File: config.mk
export PLATFORM = sky130hd
export DESIGN_NAME = serial_output
export DESIGN_NICKNAME = d
export VERILOG_FILES = /design/src/rtl/serial_output.sv
export SDC_FILE = /design/constraint.sdc
export NUM_CORES = 1
export LEC_CHECK = 0
export ABC_CLOCK_PERIOD_IN_PS = 1740
export CORE_MARGIN = 2
export CORE_UTILIZATION = 37
export DETAILED_ROUTE_END_ITERATION = 6
export PLACE_DENSITY = 0.67
export RECOVER_POWER = 25
export SKIP_CTS_REPAIR_TIMING = 1
export SLEW_MARGIN = 15
export SYNTH_ARGS = -nofsm -noshare
export SYNTH_HDL_FRONTEND = slang
export SYNTH_SLANG_ARGS = --single-unit
File: constraint.sdc
create_clock -name clk -period 1.74 [get_ports clk]
set_input_delay 0.348 -clock clk [delete_from_list [all_inputs] [get_ports clk]]
set_output_delay 0.348 -clock clk [all_outputs]
set_load 0.005 [all_outputs]
File: src/rtl/serial_output.sv
// UART transmitter: 8N1 framing, one stream word per frame.
// Baud timing derived from CLOCK_FREQUENCY / BAUD_RATE.
module serial_output #(
    parameter int CLOCK_FREQUENCY = 100000000,
    parameter int BAUD_RATE       = 115200
) (
    input  logic        clk,
    input  logic        rst,
    input  logic [31:0] input_tx,
    input  logic        input_tx_stb,
    output logic        input_tx_ack,
    output logic        tx
);

    localparam int CLOCKS_PER_BIT = CLOCK_FREQUENCY / BAUD_RATE;
    localparam int CNT_W = (CLOCKS_PER_BIT > 1) ? $clog2(CLOCKS_PER_BIT) : 1;
    localparam logic [CNT_W-1:0] CNT_MAX = CNT_W'(CLOCKS_PER_BIT - 1);

    typedef enum logic [1:0] {
        IDLE,
        START,
        DATA,
        STOP
    } state_t;

    state_t           state_q, state_d;
    logic [CNT_W-1:0] cnt_q, cnt_d;
    logic [2:0]       idx_q, idx_d;
    logic [7:0]       data_q, data_d;
    logic             tx_q, tx_d;
    logic             ack_q, ack_d;

    logic             bit_end;
    logic [2:0]       idx_nxt;
    logic             unused_upper;

    assign unused_upper = ^input_tx[31:8];
    assign bit_end      = (cnt_q == CNT_MAX);
    assign idx_nxt      = idx_q + 3'd1;

    always_comb begin
        state_d = state_q;
        cnt_d   = cnt_q;
        idx_d   = idx_q;
        data_d  = data_q;
        tx_d    = tx_q;
        ack_d   = ack_q;
        case (state_q)
            IDLE: begin
                tx_d  = 1'b1;
                ack_d = 1'b1;
                cnt_d = '0;
                idx_d = 3'd0;
                if (input_tx_stb && ack_q) begin
                    data_d  = input_tx[7:0];
                    state_d = START;
                    tx_d    = 1'b0;
                    ack_d   = 1'b0;
                end
            end
            START: begin
                if (bit_end) begin
                    cnt_d   = '0;
                    idx_d   = 3'd0;
                    state_d = DATA;
                    tx_d    = data_q[0];
                end else begin
                    cnt_d = cnt_q + 1'b1;
                end
            end
            DATA: begin
                if (bit_end) begin
                    cnt_d = '0;
                    if (idx_q == 3'd7) begin
                        state_d = STOP;
                        tx_d    = 1'b1;
                    end else begin
                        idx_d = idx_nxt;
                        tx_d  = data_q[idx_nxt];
                    end
                end else begin
                    cnt_d = cnt_q + 1'b1;
                end
            end
            STOP: begin
                if (bit_end) begin
                    cnt_d   = '0;
                    state_d = IDLE;
                    tx_d    = 1'b1;
                    ack_d   = 1'b1;
                end else begin
                    cnt_d = cnt_q + 1'b1;
                end
            end
            default: begin
                state_d = IDLE;
                tx_d    = 1'b1;
                ack_d   = 1'b1;
                cnt_d   = '0;
            end
        endcase
    end

    // Reset wins over a simultaneous transfer: no word is taken on a reset edge.
    always_ff @(posedge clk) begin
        if (rst) begin
            state_q <= IDLE;
            cnt_q   <= '0;
            idx_q   <= 3'd0;
            data_q  <= 8'd0;
            tx_q    <= 1'b1;
            ack_q   <= 1'b1;
        end else begin
            state_q <= state_d;
            cnt_q   <= cnt_d;
            idx_q   <= idx_d;
            data_q  <= data_d;
            tx_q    <= tx_d;
            ack_q   <= ack_d;
        end
    end

    assign tx           = tx_q;
    assign input_tx_ack = ack_q;

endmodule

=== Word-level counts from Yosys, hierarchy flattened ===
Index checks and enable logic that the tools add are counted.

* Logic and storage cells: 51
* Flip-flop bits (word level): 25
* Bits of input ports: 35
* Output and inout bits: 2

* Reduce and logical (&&, ||, !) cells: 10
* Add/subtract/negate cells: 2
* Equality and inequality tests: 11
* Order comparisons: 1
* Muxes and demuxes: 21

{| class="wikitable"
|+ Operator list
! kind !! count
|-
| $pmux 10 s2 || 1
|-
| $ne 2x2->1 const B || 6
|-
| $add 10x1->10 const B || 1
|-
| $eq 10x10->1 const B || 1
|-
| $mux 10 || 1
|-
| $mux 2 || 5
|-
| $mux 3 || 3
|-
| $pmux 3 s3 || 1
|-
| $pmux 2 s4 || 1
|-
| $mux 1 || 6
|-
| $reduce_and 5->1 || 1
|-
| $eq 2x2->1 const B || 2
|-
| $lt 3x4->1 const B || 1
|-
| $pmux 1 s4 || 1
|-
| $reduce_and 2->1 || 2
|-
| $reduce_and 4->1 || 1
|-
| $add 3x1->3 const B || 1
|-
| $bmux 1 s3 || 1
|-
| $eq 3x3->1 const B || 1
|-
| $reduce_and 3->1 || 1
|-
| $reduce_bool 3->1 || 1
|-
| $reduce_or 3->1 || 1
|-
| $eq 2x1->1 const B || 1
|-
| $logic_not 2->1 || 1
|-
| 3 further kinds || 3
|}

=== Logic depth before layout (Yosys ltp) ===
* Word-level depth: 6
* Gate-level depth with buffers: 7
* Mapped depth without buffers: 7

=== Least setup slack after synthesis ===
Ideal clock, no wire load.

* Path kind: reg2reg
* Start point: reg state_q[0]
* End point: reg state_q[1]
* Setup slack: 139 ps
* Setup time: 129 ps
* Cell stages (with the launch flop): 8
* Data required time: 1611 ps
* Path buffers: 0
* Arrival time: 1472 ps
* Period minus slack after synthesis: 1601 ps
* Cell sequence: dfxtp_1 inv_1 ha_1 nor3_1 a31oi_2 a221o_2 mux2i_1 nor2_1

* Word-level cells in the longest chain between the ends: 3
* Elaborated cells on any way between the ends: 11
* Classes of those cells: eq/ne: 8; mux: 1; reduce/logical: 2

{| class="wikitable"
|+ Ends and longest elaborated chain
! what !! line !! text
|-
| start, declared || 26 || <nowiki>state_t state_q, state_d;</nowiki>
|-
| start signal, assigned || 114 || <nowiki>state_q <= state_d;</nowiki>
|-
| $eq 2x2->1 (tied with other cells) || 48 || <nowiki>case (state_q)</nowiki>
|-
| $ne 2x2->1 (no line) || n/a ||
|-
| $reduce_and 5->1 (no line) || n/a ||
|}

Several ways; a longest one is shown, not always the timed one.
A chain may end at the register's enable or synchronous reset.

=== Final worst setup path ===
* Start point: reg idx_q[0]
* End point: reg tx_q (netlist: tx)

* Word-level cells in the longest chain between the ends: 6
* Elaborated cells on any way between the ends: 7
* Classes of those cells: add/sub: 1; eq/ne: 1; mux: 5

{| class="wikitable"
|+ Ends and longest elaborated chain
! what !! line !! text
|-
| start, declared || 28 || <nowiki>logic [2:0] idx_q, idx_d;</nowiki>
|-
| start signal, assigned || 116 || <nowiki>idx_q <= idx_d;</nowiki>
|-
| $add 3x1->3 || 39 || <nowiki>assign idx_nxt = idx_q + 3'd1;</nowiki>
|-
| $bmux 1 s3 || 79 || <nowiki>tx_d = data_q[idx_nxt];</nowiki>
|-
| $mux 1 (implied by the code) || 79 ||
|-
| $mux 1 * || 74 || <nowiki>if (idx_q == 3'd7) begin</nowiki>
|-
| $mux 1 * || 72 || <nowiki>if (bit_end) begin</nowiki>
|-
| $pmux 1 s4 * || 48 ||
|-
| end signal, assigned || 118 || <nowiki>tx_q <= tx_d;</nowiki>
|-
| end, declared || 30 || <nowiki>logic tx_q, tx_d;</nowiki>
|}

Mark *: on every way between the ends. The rest lies on a longest branch, timed or not. The select of a mux whose other input is x is not followed.

==> results.toml <==
[detailed_routing]
vias_per_cell = 4.980
dr_total_vias = 1021
dr.pass1.iters = 4
wire_per_inst_um = 12.04
drt_iter0_markers = 25
wirelength_um = 2468
ant_nets = 0
drc = 0

[timing]
fin_crit_ns = 1.639
rsz0062_at_grt = "true"
worst-slew-pin-transition_ns = 0.3068
slew_violations = 0
finalCritPeriodShare_pct = 94.19
setup_violations = 0
max_freq_mhz = 610.1
hold_violations = 0
maxSlewHeadroom_pct = 79.49
skew_ns = 0.008763

[critical_path]
startpoint = "idx_q[0]"
rr_startpoint = "idx_q[0]"
critPathLaunchType = "register"
cp_cell_sequence = "ha_1, ha_4, nand2b_1, o22ai_1, o41ai_1, and3_1, o31ai_1"
critPathRequiredTime_ns = 1.95
critPathKind = "reg2reg"
endpoint_kind = "register"
path_delay_family = "adder cells"
crit_buf_inv = 0
crit_arrival_ns = 1.85
cp_max_fo = 5
critPathMaxStageDelay_ns = 0.34
cpMaxStageDelayCell = "dfxtp_1"

[final_layout]
post-route-util_pct = 47.74
fin_nets = 204
final-seq-area_um2 = 501.7
n_fill_cell = 315
multi_input_area_um2 = 714.4
final_cell_mix = "nand2_1, dfxtp_1, nor2_1"
final_cell_area_um2 = 1481
diodes = 0
syn_to_final_growth_pct = 20.08
layout-drive-gt1-share_pct = 10.56

[placement]
dpl_cell_area_um2 = 1434
dp_hpwl_um = 1923
numPortBuffers = 12
place_congestion = 0.7420

[floorplan]
dieArea_um2 = 3812
rows = 20
core_area_um2 = 3103
num_io_pins = 37
start_util_pct = 39.76
die_x_um = 61.75
die_h_um = 61.75

[clock_tree]
clockRootBuffer = "clkbuf_4"
cts.sinks = 25
tritoncts = "done"
cts.htree.levels = 1
clkTransAtPathRegs_ns = 0.14
cts_buffers = 3
clockBufferDepth = 2
insertion_delay_ns = 0.32

[logic_synthesis]
syn_inst = 144
synth_seq_cells = 25
synth-async-reset-ratio_pct = 0
synth_area_um2 = 1234
synth_cell_type_count = 30
syn_avg_cell_area_um2 = 8.567
yosysSeqAreaShare_pct = 40.57
yosysWarnings = 0
syn_nets = 186
synth_edf_count = 0
synth_ff_type = "dfxtp_1"

[run]
max-cap-violations = 0

[pwr]
totalPowerFinal_w = 0.001597
leakage_nw = 0.5368
ir_drop_mv = 0.6834
power.density_nw_per_um2 = 1078

[global_route]
grt_pass1_wl_um = 4250
grt_overflow = 0
grt_max_degree = 14
antenna_found_initial = 0
grt_pass1_vias = 1026
grt_use_total_pct = 15.05

[status]
status = "finished, final reports clean"

[worst_hold_path]
min_from = "cnt_q[0]"
hp-class = "reg2reg"
-- through the flow --
| step | setup WS (ns) | cells | TNS, ns | hold WS [ns] |
|---|---|---|---|---|
| floorplan | 0.1389 | 144 | 0 | 0.4302 |
| global placement | 0.08741 | 201 | 0 | 0.4448 |
| detailed placement | 0.07028 | 201 | 0 | 0.4513 |
| CTS | 0.04013 | 205 | 0 | 0.4741 |
| global route | -0.001417 | 205 | -0.001417 | 0.4927 |
| finish | 0.1010 | 205 | 0 | 0.4488 |
-- cell families after synthesis --
group	Yosys count	share of synthesized area, %
compound gates	21	11.76
xor+xnor	8	5.680
fa+ha+maj	7	7.099
buf+inv	10	3.143
flops	25	40.57
mux	5	4.057
simple gates	68	27.69
-- routing by layer --
metal  wire length (µm)  global-route usage (%)  vias to the layer above  share of wire (%)
met4                 54                   7.599                        0                2.2
met2               1200                   25.11                       15                 49
li1                   -                       -                      533                  -
met5                  0                       0                        -                  0
met1               1145                   18.49                      467                 46
met3                 68                   2.899                        6                2.8
-- final timing paths --
| check | slack, ns | end | cells after the start |
|---|---|---|---|
| max reg2reg | 0.10 | tx | 7 |
| min reg2reg | 0.45 | cnt_q[0] | 1 |
| max | 0.10 | tx | 7 |
| min | 0.45 | cnt_q[0] | 1 |
-- cells in the mapped netlist, drive strengths merged, types with 2 or more instances --
| library cell | count | share of area (%) |
|---|---|---|
| dfxtp | 25 | 41 |
| nor4b | 2 | 2.6 |
| nor2 | 16 | 4.9 |
| xnor2 | 6 | 4.3 |
| inv | 5 | 1.5 |
| mux2i | 5 | 4.1 |
| o22ai | 2 | 1.0 |
| nand2 | 24 | 7.3 |
| a21oi | 11 | 4.5 |
| nand3 | 5 | 2.0 |
| nor3 | 4 | 1.6 |
| o41ai | 3 | 2.1 |
| ha | 7 | 7.1 |
| nand3b | 2 | 1.2 |
| clkbuf | 4 | 1.2 |
| nand2b | 4 | 2.0 |
| and3 | 6 | 3.0 |
| xor2 | 2 | 1.4 |
-- power by group --
group          switching (W)  leakage (nW)  internal (W)
clock network       0.000169        0.0150     0.0000896
logic               0.000330         0.318      0.000289
registers          0.0000622         0.204      0.000657
total               0.000561         0.537       0.00104
-- worst reg2reg max path, cell delays in order, from the launching register on --
cell and delay (ns):
dfxtp_1 0.34, ha_1 0.22, ha_4 0.29, nand2b_1 0.10, o22ai_1 0.06, o41ai_1 0.24, and3_1 0.20, o31ai_1 0.07
-- layout make-up --
class,count,share of cell area [%]
clock buffer,4,1.774
inverter,5,1.267
multi-input combinational,109,48.23
sequential,25,33.87
tap,44,3.716
timing repair buffer,18,11.15
-- registers in the layout, indices dropped and copies added (netlist names) --
| register | cells |
|---|---|
| cnt_q | 10 |
| data_q | 8 |
| idx_q | 3 |
| state_q | 2 |
| input_tx_ack | 1 |
| tx | 1 |
No activity file was read; power rests on OpenSTA's default activity.
